<file path="src/rtl/rpn_ctrl_if.sv">
// Stack-side port of the RPN command sequencer: strobes and data toward the
// stack, output register and flags back from it.
interface rpn_ctrl_if #(
  parameter int W = 4
);
  logic         push;
  logic         pop;
  logic [W-1:0] din;
  logic [W-1:0] dout;
  logic         full;
  logic         empty;

  modport master (output push, pop, din, input dout, full, empty);
  modport slave  (input push, pop, din, output dout, full, empty);
endinterface

</file>
<file path="src/rtl/rpn_ctrl.sv">
// RPN command sequencer: turns PUSH/ADD/SUB/XOR key strobes into push/pop
// traffic on an external stack, with its own occupancy tracking.
module rpn_ctrl #(
  parameter  int DEPTH = 8,
  parameter  int W     = 4,
  localparam int LW    = $clog2(DEPTH + 1)
) (
  input  logic          clk,
  input  logic          rstN,
  input  logic          key_valid,
  input  logic [1:0]    key_op,
  input  logic [W-1:0]  key_num,
  rpn_ctrl_if.master    stk,
  output logic          busy,
  output logic [LW-1:0] level,
  output logic [W-1:0]  result,
  output logic          result_valid,
  output logic          err,
  output logic [1:0]    err_code
);

  typedef enum logic [2:0] {IDLE, PUSH_LIT, POP1, POP2, CAP2, PUSH_RES} state_t;
  typedef enum logic [1:0] {OP_PUSH, OP_ADD, OP_SUB, OP_XOR} op_t;

  localparam logic [1:0] ERR_OVERFLOW  = 2'b01;
  localparam logic [1:0] ERR_UNDERFLOW = 2'b10;
  localparam logic [1:0] ERR_BUSY      = 2'b11;

  state_t       state;
  op_t          op_q;
  logic [W-1:0] opnd_b;

  // The stack flags are informational only; occupancy is tracked locally.
  logic unused_flags;
  assign unused_flags = &{1'b0, stk.full, stk.empty};

  function automatic logic [W-1:0] alu(input op_t op, input logic [W-1:0] a,
                                       input logic [W-1:0] b);
    case (op)
      OP_ADD:  return a + b;
      OP_SUB:  return a - b;
      OP_XOR:  return a ^ b;
      default: return '0;
    endcase
  endfunction

  assign busy = (state != IDLE);

  // NOTE: every register here is written with <= so all updates see the
  // pre-edge values; mixing in = would make ordering inside the block matter.
  always_ff @(posedge clk or negedge rstN) begin
    if (!rstN) begin
      state        <= IDLE;
      op_q         <= OP_PUSH;
      opnd_b       <= '0;
      level        <= '0;
      result       <= '0;
      result_valid <= 1'b0;
      err          <= 1'b0;
      err_code     <= 2'b00;
      stk.push     <= 1'b0;
      stk.pop      <= 1'b0;
      stk.din      <= '0;
    end else begin
      stk.push     <= 1'b0;
      stk.pop      <= 1'b0;
      stk.din      <= '0;
      result_valid <= 1'b0;
      err          <= 1'b0;

      case (state)
        IDLE: begin
          if (key_valid) begin
            if (op_t'(key_op) == OP_PUSH) begin
              if (level == LW'(DEPTH)) begin
                err      <= 1'b1;
                err_code <= ERR_OVERFLOW;
              end else begin
                // stk.din doubles as the latched literal for the push cycle.
                stk.push <= 1'b1;
                stk.din  <= key_num;
                state    <= PUSH_LIT;
              end
            end else if (level < LW'(2)) begin
              err      <= 1'b1;
              err_code <= ERR_UNDERFLOW;
            end else begin
              op_q    <= op_t'(key_op);
              stk.pop <= 1'b1;
              state   <= POP1;
            end
          end
        end
        PUSH_LIT: begin
          level <= level + LW'(1);
          state <= IDLE;
        end
        POP1: begin
          level   <= level - LW'(1);
          stk.pop <= 1'b1;
          state   <= POP2;
        end
        POP2: begin
          level  <= level - LW'(1);
          opnd_b <= stk.dout;
          state  <= CAP2;
        end
        CAP2: begin
          // stk.dout now holds the deeper operand a.
          stk.push     <= 1'b1;
          stk.din      <= alu(op_q, stk.dout, opnd_b);
          result       <= alu(op_q, stk.dout, opnd_b);
          result_valid <= 1'b1;
          state        <= PUSH_RES;
        end
        PUSH_RES: begin
          level <= level + LW'(1);
          state <= IDLE;
        end
        default: state <= IDLE;
      endcase

      if (state != IDLE && key_valid) begin
        err      <= 1'b1;
        err_code <= ERR_BUSY;
      end
    end
  end

endmodule

</file>
<file path="src/flat_wrapper.sv">
// flat-port wrapper written by rule: the top's interface ports become plain ports
module rpn_ctrl_flat 
#(
  parameter  int DEPTH = 8,
  parameter  int W     = 4,
  localparam int LW    = $clog2(DEPTH + 1)
)
  (clk, rstN, key_valid, key_op, key_num, busy, level, result, result_valid, err, err_code, stk_push, stk_pop, stk_din, stk_dout, stk_full, stk_empty);
  rpn_ctrl_if #(.W(W)) stk_i ();
  input  logic clk;
  input  logic rstN;
  input  logic key_valid;
  input  logic [1:0] key_op;
  input  logic [W-1:0] key_num;
  output logic busy;
  output logic [LW-1:0] level;
  output logic [W-1:0] result;
  output logic result_valid;
  output logic err;
  output logic [1:0] err_code;
  output wire logic [$bits(stk_i.push)-1:0] stk_push;
  output wire logic [$bits(stk_i.pop)-1:0] stk_pop;
  output wire logic [$bits(stk_i.din)-1:0] stk_din;
  input wire logic [$bits(stk_i.dout)-1:0] stk_dout;
  input wire logic [$bits(stk_i.full)-1:0] stk_full;
  input wire logic [$bits(stk_i.empty)-1:0] stk_empty;
  assign stk_push = stk_i.push;
  assign stk_pop = stk_i.pop;
  assign stk_din = stk_i.din;
  assign stk_i.dout = stk_dout;
  assign stk_i.full = stk_full;
  assign stk_i.empty = stk_empty;
  rpn_ctrl #(.DEPTH(DEPTH), .W(W)) u_core (.clk(clk), .rstN(rstN), .key_valid(key_valid), .key_op(key_op), .key_num(key_num), .stk(stk_i), .busy(busy), .level(level), .result(result), .result_valid(result_valid), .err(err), .err_code(err_code));
endmodule
</file>
<file path="config.mk">
export PLATFORM = sky130hd
export DESIGN_NAME = rpn_ctrl_flat
export DESIGN_NICKNAME = d
export VERILOG_FILES = /design/src/rtl/rpn_ctrl_if.sv /design/src/rtl/rpn_ctrl.sv /design/src/flat_wrapper.sv
export SDC_FILE = /design/constraint.sdc
export NUM_CORES = 1
export LEC_CHECK = 0
export ABC_AREA = 1
export CAP_MARGIN = 0
export CORE_ASPECT_RATIO = 0.8
export CORE_MARGIN = 3
export CORE_UTILIZATION = 45
export CTS_CLUSTER_SIZE = 12
export DETAILED_ROUTE_END_ITERATION = 16
export PLACE_DENSITY = 0.81
export SLEW_MARGIN = 20
export SYNTH_ARGS = -nofsm -noshare
export SYNTH_HDL_FRONTEND = slang
export SYNTH_SLANG_ARGS = --single-unit
</file>
<file path="constraint.sdc">
create_clock -name clk -period 2.5 [get_ports clk]
set_clock_uncertainty 0.1 [all_clocks]
set_input_delay 0.5 -clock clk [delete_from_list [all_inputs] [get_ports clk]]
set_output_delay 0.5 -clock clk [all_outputs]
set_load 0.01 [all_outputs]
</file>
==> results of run 1 <==
-- final timing paths --
path	start	endpoint	slack [ns]
max	u_core.opnd_b[1]	u_core.result[3]	0.36
min	u_core.result[3]	u_core.result[3]	0.39
max reg2reg	u_core.opnd_b[1]	u_core.result[3]	0.36
min reg2reg	u_core.result[3]	u_core.result[3]	0.39
max in group asynchronous	rstN	u_core.op_q[1]	1.55
min in group asynchronous	rstN	u_core.level[0]	0.49
-- placed cells by master (no fill, tap or decap), types with 3 or more instances in the layout --
| master | count |
|---|---|
| a21oi_1 | 5 |
| clkbuf_8 | 3 |
| clkdlybuf4s50_1 | 31 |
| dfrtp_1 | 27 |
| ha_1 | 9 |
| inv_1 | 22 |
| inv_2 | 6 |
| nand2_1 | 50 |
| nand2_2 | 5 |
| nand3_1 | 6 |
| nor2_1 | 11 |
| nor2_4 | 3 |
| o21ai_0 | 6 |
| o21ai_1 | 3 |
| xnor2_1 | 5 |
-- state kept, by name (all words and copies together), names as in the netlist --
signal and flops:
u_core.state 3, u_core.stk.pop 1, u_core.stk.din 4, u_core.stk.push 1, u_core.opnd_b 4, u_core.op_q 2, u_core.result 4, u_core.err 1
u_core.result_valid 1, u_core.err_code 2, u_core.level 4
-- where the power goes --
group | internal (W) | leakage (nW) | switching [W]
logic | 0.000679 | 0.615 | 0.000745
clock network | 0.000114 | 0.0228 | 0.000130
registers | 0.000623 | 0.340 | 0.000135
total | 0.00142 | 0.978 | 0.00101
-- logic make-up after synthesis --
kind of cell	Yosys count	share of synthesized area (%)
AOI/OAI and AO/OA	15	5.16
xor gates and xnor gates	7	4.15
adders and majority gates	11	10.3
buffers and inverters	28	7.11
DFF	27	45.7
muxes	2	1.78
and+or+nand+nor	82	25.8
-- per-layer routing --
| layer | part of all wire, % | global-route usage (%) |
|---|---|---|
| met1 | 48 | 18.8 |
| met3 | 5.5 | 4.23 |
| met5 | 0 | 0 |
| met4 | 0.85 | 3.55 |
| met2 | 46 | 25.6 |
-- worst min-delay path: cells and delay by family, from the launching register on --
| family | cells | cell delay, ns |
|---|---|---|
| and+or+nand+nor | 2 | 0.11 |
| DFF | 1 | 0.36 |
-- final cells by class --
type	instances	area, sq um	share of cell area (%)
multi-input cells	117	698	37.0
flip-flops and latches	27	676	35.8
repair buffers	32	318	16.8
inverters	28	105	5.56
well taps	38	47.5	2.52
clock buffers	4	45.0	2.38
-- synthesized netlist by cell type (3+ instances only) --
master and count:
nor2_4 3, inv_2 6, dfrtp_1 27, o21ai_0 6, a21oi_1 5, inv_1 22
xnor2_1 5, nor2_1 11, nand2_2 5, nand2_1 50, o21ai_1 3, nand3_1 6
ha_1 9
-- per-stage QoR --
stage	power [W]	area (sq um)	hold WS [ns]	worst slack, ns	util, %
6_report	0.00243	1890	0.394	0.358	64.4
3_3_place_gp	0.00215	1840	0.369	0.341	62.8
4_1_cts	0.00245	1890	0.396	0.339	64.4
2_1_floorplan	0.00174	1480	0.104	0.551	-
3_5_place_dp	0.00220	1840	0.369	0.328	62.8
5_1_grt	0.00268	1890	0.414	0.150	64.4
==> impl_metrics.ini, run 1 <==
[status]
status = complete, no violations

[floorplan]
core_area_sq_um = 2940
start_util_pct = 50.4
dieHeight_um = 57.3
dieArea_sq_um = 4010
fp.dieW_um = 70.1
io_pins = 34
rows = 17

[synthesis]
synth.top_cell.area_share_pct = 45.7
ys_async_sr_fraction_pct = 100
ys.flop_type = dfrtp_1
synth_nets = 198
ys_ff_latch = 27
synth_area_leader_cell = dfrtp_1
synth.cell_area_sq_um = 1480
synth-edff-count = 0
synthCells = 172
yosys_warnings = 0
synth-seq-area-share_pct = 45.7
synth_area_leaders = dfrtp_1, nand2_1, ha_1
synth_cell_types = 23
avgSynthCellArea_sq_um = 8.60

[sta]
finalSetupViolations = 0
finalHoldViolations = 0
rsz0062_at_grt = false
min_period_over_period_pct = 85.7
worst_pin_slew_ns = 0.345
relSlewSlack_pct = 76.8
max_freq_ghz = 0.467
tns_ns = 0
slew_violations = 0
finalCriticalPeriod_ns = 2.14

[power]
power_density_nw_per_um2 = 1280
p_leak_nw = 0.978
vdd_drop_max_mv = 0.592

[setup_path]
worstPathMaxFanout = 3
cp_data_required_time_ns = 2.56
critPathBufInv = 1
slowest_stage = dfrtp_1
critical_path_class = flop to flop
max_stage_delay_ns = 0.41
cp_num_cells = 12
crit_path_start_kind = flop
cpMostUsedCell = nand2_1
crit_arrival_ns = 2.20
crit_chain = inv_1, ha_1, o21ai_0, ha_1, nand2_1, nor2_1, nor2_1, nand3_1, nand3_1, nand2_1, nand2_1, nand2_1
crit_path_end_kind = flop
ff2ff_path_depth = 12
critical_path.top_delay_family = simple AND/OR/NAND/NOR gates

[clock_tree]
h-tree-depth = 1
post_cts_buffers = 0
cts_sinks = 27
cts_hold_buf = 0
clockRootBuffer = clkbuf_8
tritoncts = yes
clk_transition_reported_paths_ns = 0.09
clk_latency_ns = 0.27
cts_made_buffers = 3
cts_resized = 0
clockBufferDepth = 2

[drt]
vias = 1160
viasPerCell = 4.72
wire_per_inst_um = 10.6
drtIter0Drc = 62
route.final.wire_length_mm = 2.60
antenna_left = 0
drc_errors = 0
drtPass1Iterations = 4

[finish]
antenna_cells = 0
final_cells = 246
drive_gt1_share_pct = 12.0
fill_cells = 255
area_growth_pct = 27.7
final_net_count = 235

[place]
globalplace.congestion = 0.828
place_hpwl_mm = 2.09
io_buffers = 31
dp_cells = 242

[min_path]
whs_path_depth = 2
hp-class = flop to flop

[run]
maxCapViolCount = 0

[global_routing]
grt_pass1_wl_mm = 4.93
gr-total-overflow = 0
antenna_found_initial = 0
grt_max_degree = 28
grtUsageTotal_pct = 14.9
grt_pass1_vias = 1165
Note: power is estimated with default switching activity, not from simulation.
==> run 2, diff against run 1 <==
--- a/config.mk
+++ b/config.mk
@@ -9,10 +9,10 @@
 export CAP_MARGIN = 0
 export CORE_ASPECT_RATIO = 0.8
 export CORE_MARGIN = 3
-export CORE_UTILIZATION = 45
+export CORE_UTILIZATION = 49
 export CTS_CLUSTER_SIZE = 12
 export DETAILED_ROUTE_END_ITERATION = 16
-export PLACE_DENSITY = 0.81
+export PLACE_DENSITY = 0.87
 export SLEW_MARGIN = 20
 export SYNTH_ARGS = -nofsm -noshare
 export SYNTH_HDL_FRONTEND = slang
==> impl_metrics.ini, run 2 (synthesized netlist as in run 1, its figures left out) <==
[status]
status = complete, no violations

[drt]
antenna_left = 0
drtPass1Iterations = 4
drc_errors = 0
drtIter0Drc = 59
vias = 1161
route.final.wire_length_mm = 2.73
viasPerCell = 4.72
wire_per_inst_um = 11.1

[global_routing]
gr-total-overflow = 0
grtUsageTotal_pct = 16.5
grt_pass1_wl_mm = 4.46
grt_pass1_vias = 1015
antenna_found_initial = 0
grt_max_degree = 28

[run]
maxCapViolCount = 0

[sta]
max_freq_ghz = 0.454
min_period_over_period_pct = 88.0
relSlewSlack_pct = 74.3
tns_ns = 0
rsz0062_at_grt = false
finalSetupViolations = 0
worst_pin_slew_ns = 0.382
finalHoldViolations = 0
hold-worst-slack_ns = 0.394
finalCriticalPeriod_ns = 2.20
slew_violations = 0

[place]
placed_area_sq_um = 1840
io_buffers = 31
place_hpwl_mm = 2.23
globalplace.congestion = 0.795

[clock_tree]
clockRootBuffer = clkbuf_8
cts_made_buffers = 3
cts_hold_buf = 0
clk_transition_reported_paths_ns = 0.09
cts_sinks = 27
tritoncts = yes
clockBufferDepth = 2
post_cts_buffers = 0
clk_latency_ns = 0.27
cts_resized = 0
h-tree-depth = 1

[power]
vdd_drop_max_mv = 0.704
combPwrFrac_pct = 59.0
p_leak_nw = 0.978
pwr-share-clk_pct = 9.9
switching_share_pct = 42.3
switching_power_w = 0.00104
power_density_nw_per_um2 = 1300
p_seq_share_pct = 31.1
power.internal_w = 0.00142

[setup_path]
r2r_slack_ns = 0.30
cp_data_required_time_ns = 2.56
critical_path_class = flop to flop
max_stage_delay_ns = 0.39
crit_path_start_kind = flop
crit_arrival_ns = 2.26
worstPathMaxFanout = 3
crit_chain = inv_1, ha_1, o21ai_0, ha_1, nand2_1, nor2_1, nor2_1, nand3_1, nand3_1, nand2_1, nand2_1, nand2_1
slowest_stage = dfrtp_1
cpMostUsedCell = nand2_1
crit_path_end_kind = flop

[finish]
area_growth_pct = 27.7
drive_gt1_share_pct = 12.0
final_common_cell = nand2_1
post-route-cell-area_sq_um = 1890
antenna_cells = 0
final_net_count = 235
layout_common_cells = nand2_1, clkdlybuf4s50_1, dfrtp_1, inv_1, nor2_1

[floorplan]
start_util_pct = 52.3
core_area_sq_um = 2830
io_pins = 34
rows = 17
dieHeight_um = 55.1
fp.dieW_um = 67.4
dieArea_sq_um = 3720

[min_path]
hp-class = flop to flop
==> run 2: cell counts in the layout (fill, tap and decap cells not counted) <==
No cell type changed its count.
==> run 2: worst paths after layout <==
| check | startpoint | end | depth (start not counted) |
|---|---|---|---|
| max in group asynchronous | rstN | u_core.result[0] | 2 |
| max reg2reg | u_core.opnd_b[1] | u_core.result[3] | 12 |
| max | u_core.opnd_b[1] | u_core.result[3] | 12 |
| min in group asynchronous | rstN | u_core.level[3] | 2 |
| min | u_core.result[3] | u_core.result[3] | 2 |
| min reg2reg | u_core.result[3] | u_core.result[3] | 2 |
==> run 2: final cells by class <==
type / count / area [sq um]
Fill cell: 244 / 940
Inverter: 28 / 105
Tap cell: 38 / 47.5
Timing Repair Buffer: 32 / 318
Multi-Input combinational cell: 117 / 698
Sequential cell: 27 / 676
Clock buffer: 4 / 45.0
==> run 2: routing by layer <==
layer	global-route usage, %	part of all wire (%)
met4	4.04	0.29
met5	0	0
met3	3.64	4.4
met2	28.1	48
met1	21.5	47
==> run 2: power groups by stage <==
stage | Clock [W] | Combinational [W] | Sequential, W
3_3_place_gp | 0 | 0.00139 | 0.000766
3_5_place_dp | 0 | 0.00146 | 0.000775
6_report | 0.000243 | 0.00145 | 0.000763
4_1_cts | 0.000248 | 0.00147 | 0.000767
5_1_grt | 0.000265 | 0.00165 | 0.000789
2_1_floorplan | 0 | 0.000941 | 0.000803
==> run 2: per-stage QoR <==
stage | setup slack (ns) | std cells | util [%] | power, W
2_1_floorplan | 0.551 | 172 | - | 0.00174
3_3_place_gp | 0.331 | 242 | 65.2 | 0.00215
3_5_place_dp | 0.254 | 242 | 65.2 | 0.00224
4_1_cts | 0.299 | 246 | 66.8 | 0.00248
5_1_grt | 0.0752 | 246 | 66.8 | 0.00270
6_report | 0.299 | 246 | 66.8 | 0.00245
==> run 2: critical path, delay by kind of cell (launching register included) <==
family | cells | cell delay, ns
flip-flops | 1 | 0.39
buffers and inverters | 1 | 0.09
AO/OA/AOI/OAI | 1 | 0.33
adder cells (fa/ha/maj) | 2 | 0.56
AND/OR/NAND/NOR | 8 | 0.63
==> run 3, diff against run 2 <==
--- a/config.mk
+++ b/config.mk
@@ -10,7 +10,7 @@
 export CORE_ASPECT_RATIO = 0.8
 export CORE_MARGIN = 3
 export CORE_UTILIZATION = 49
-export CTS_CLUSTER_SIZE = 12
+export CTS_CLUSTER_SIZE = 8
 export DETAILED_ROUTE_END_ITERATION = 16
 export PLACE_DENSITY = 0.87
 export SLEW_MARGIN = 20
==> results of run 3 <==
The final DEF is identical to that of run 2; final timing and power are the same.
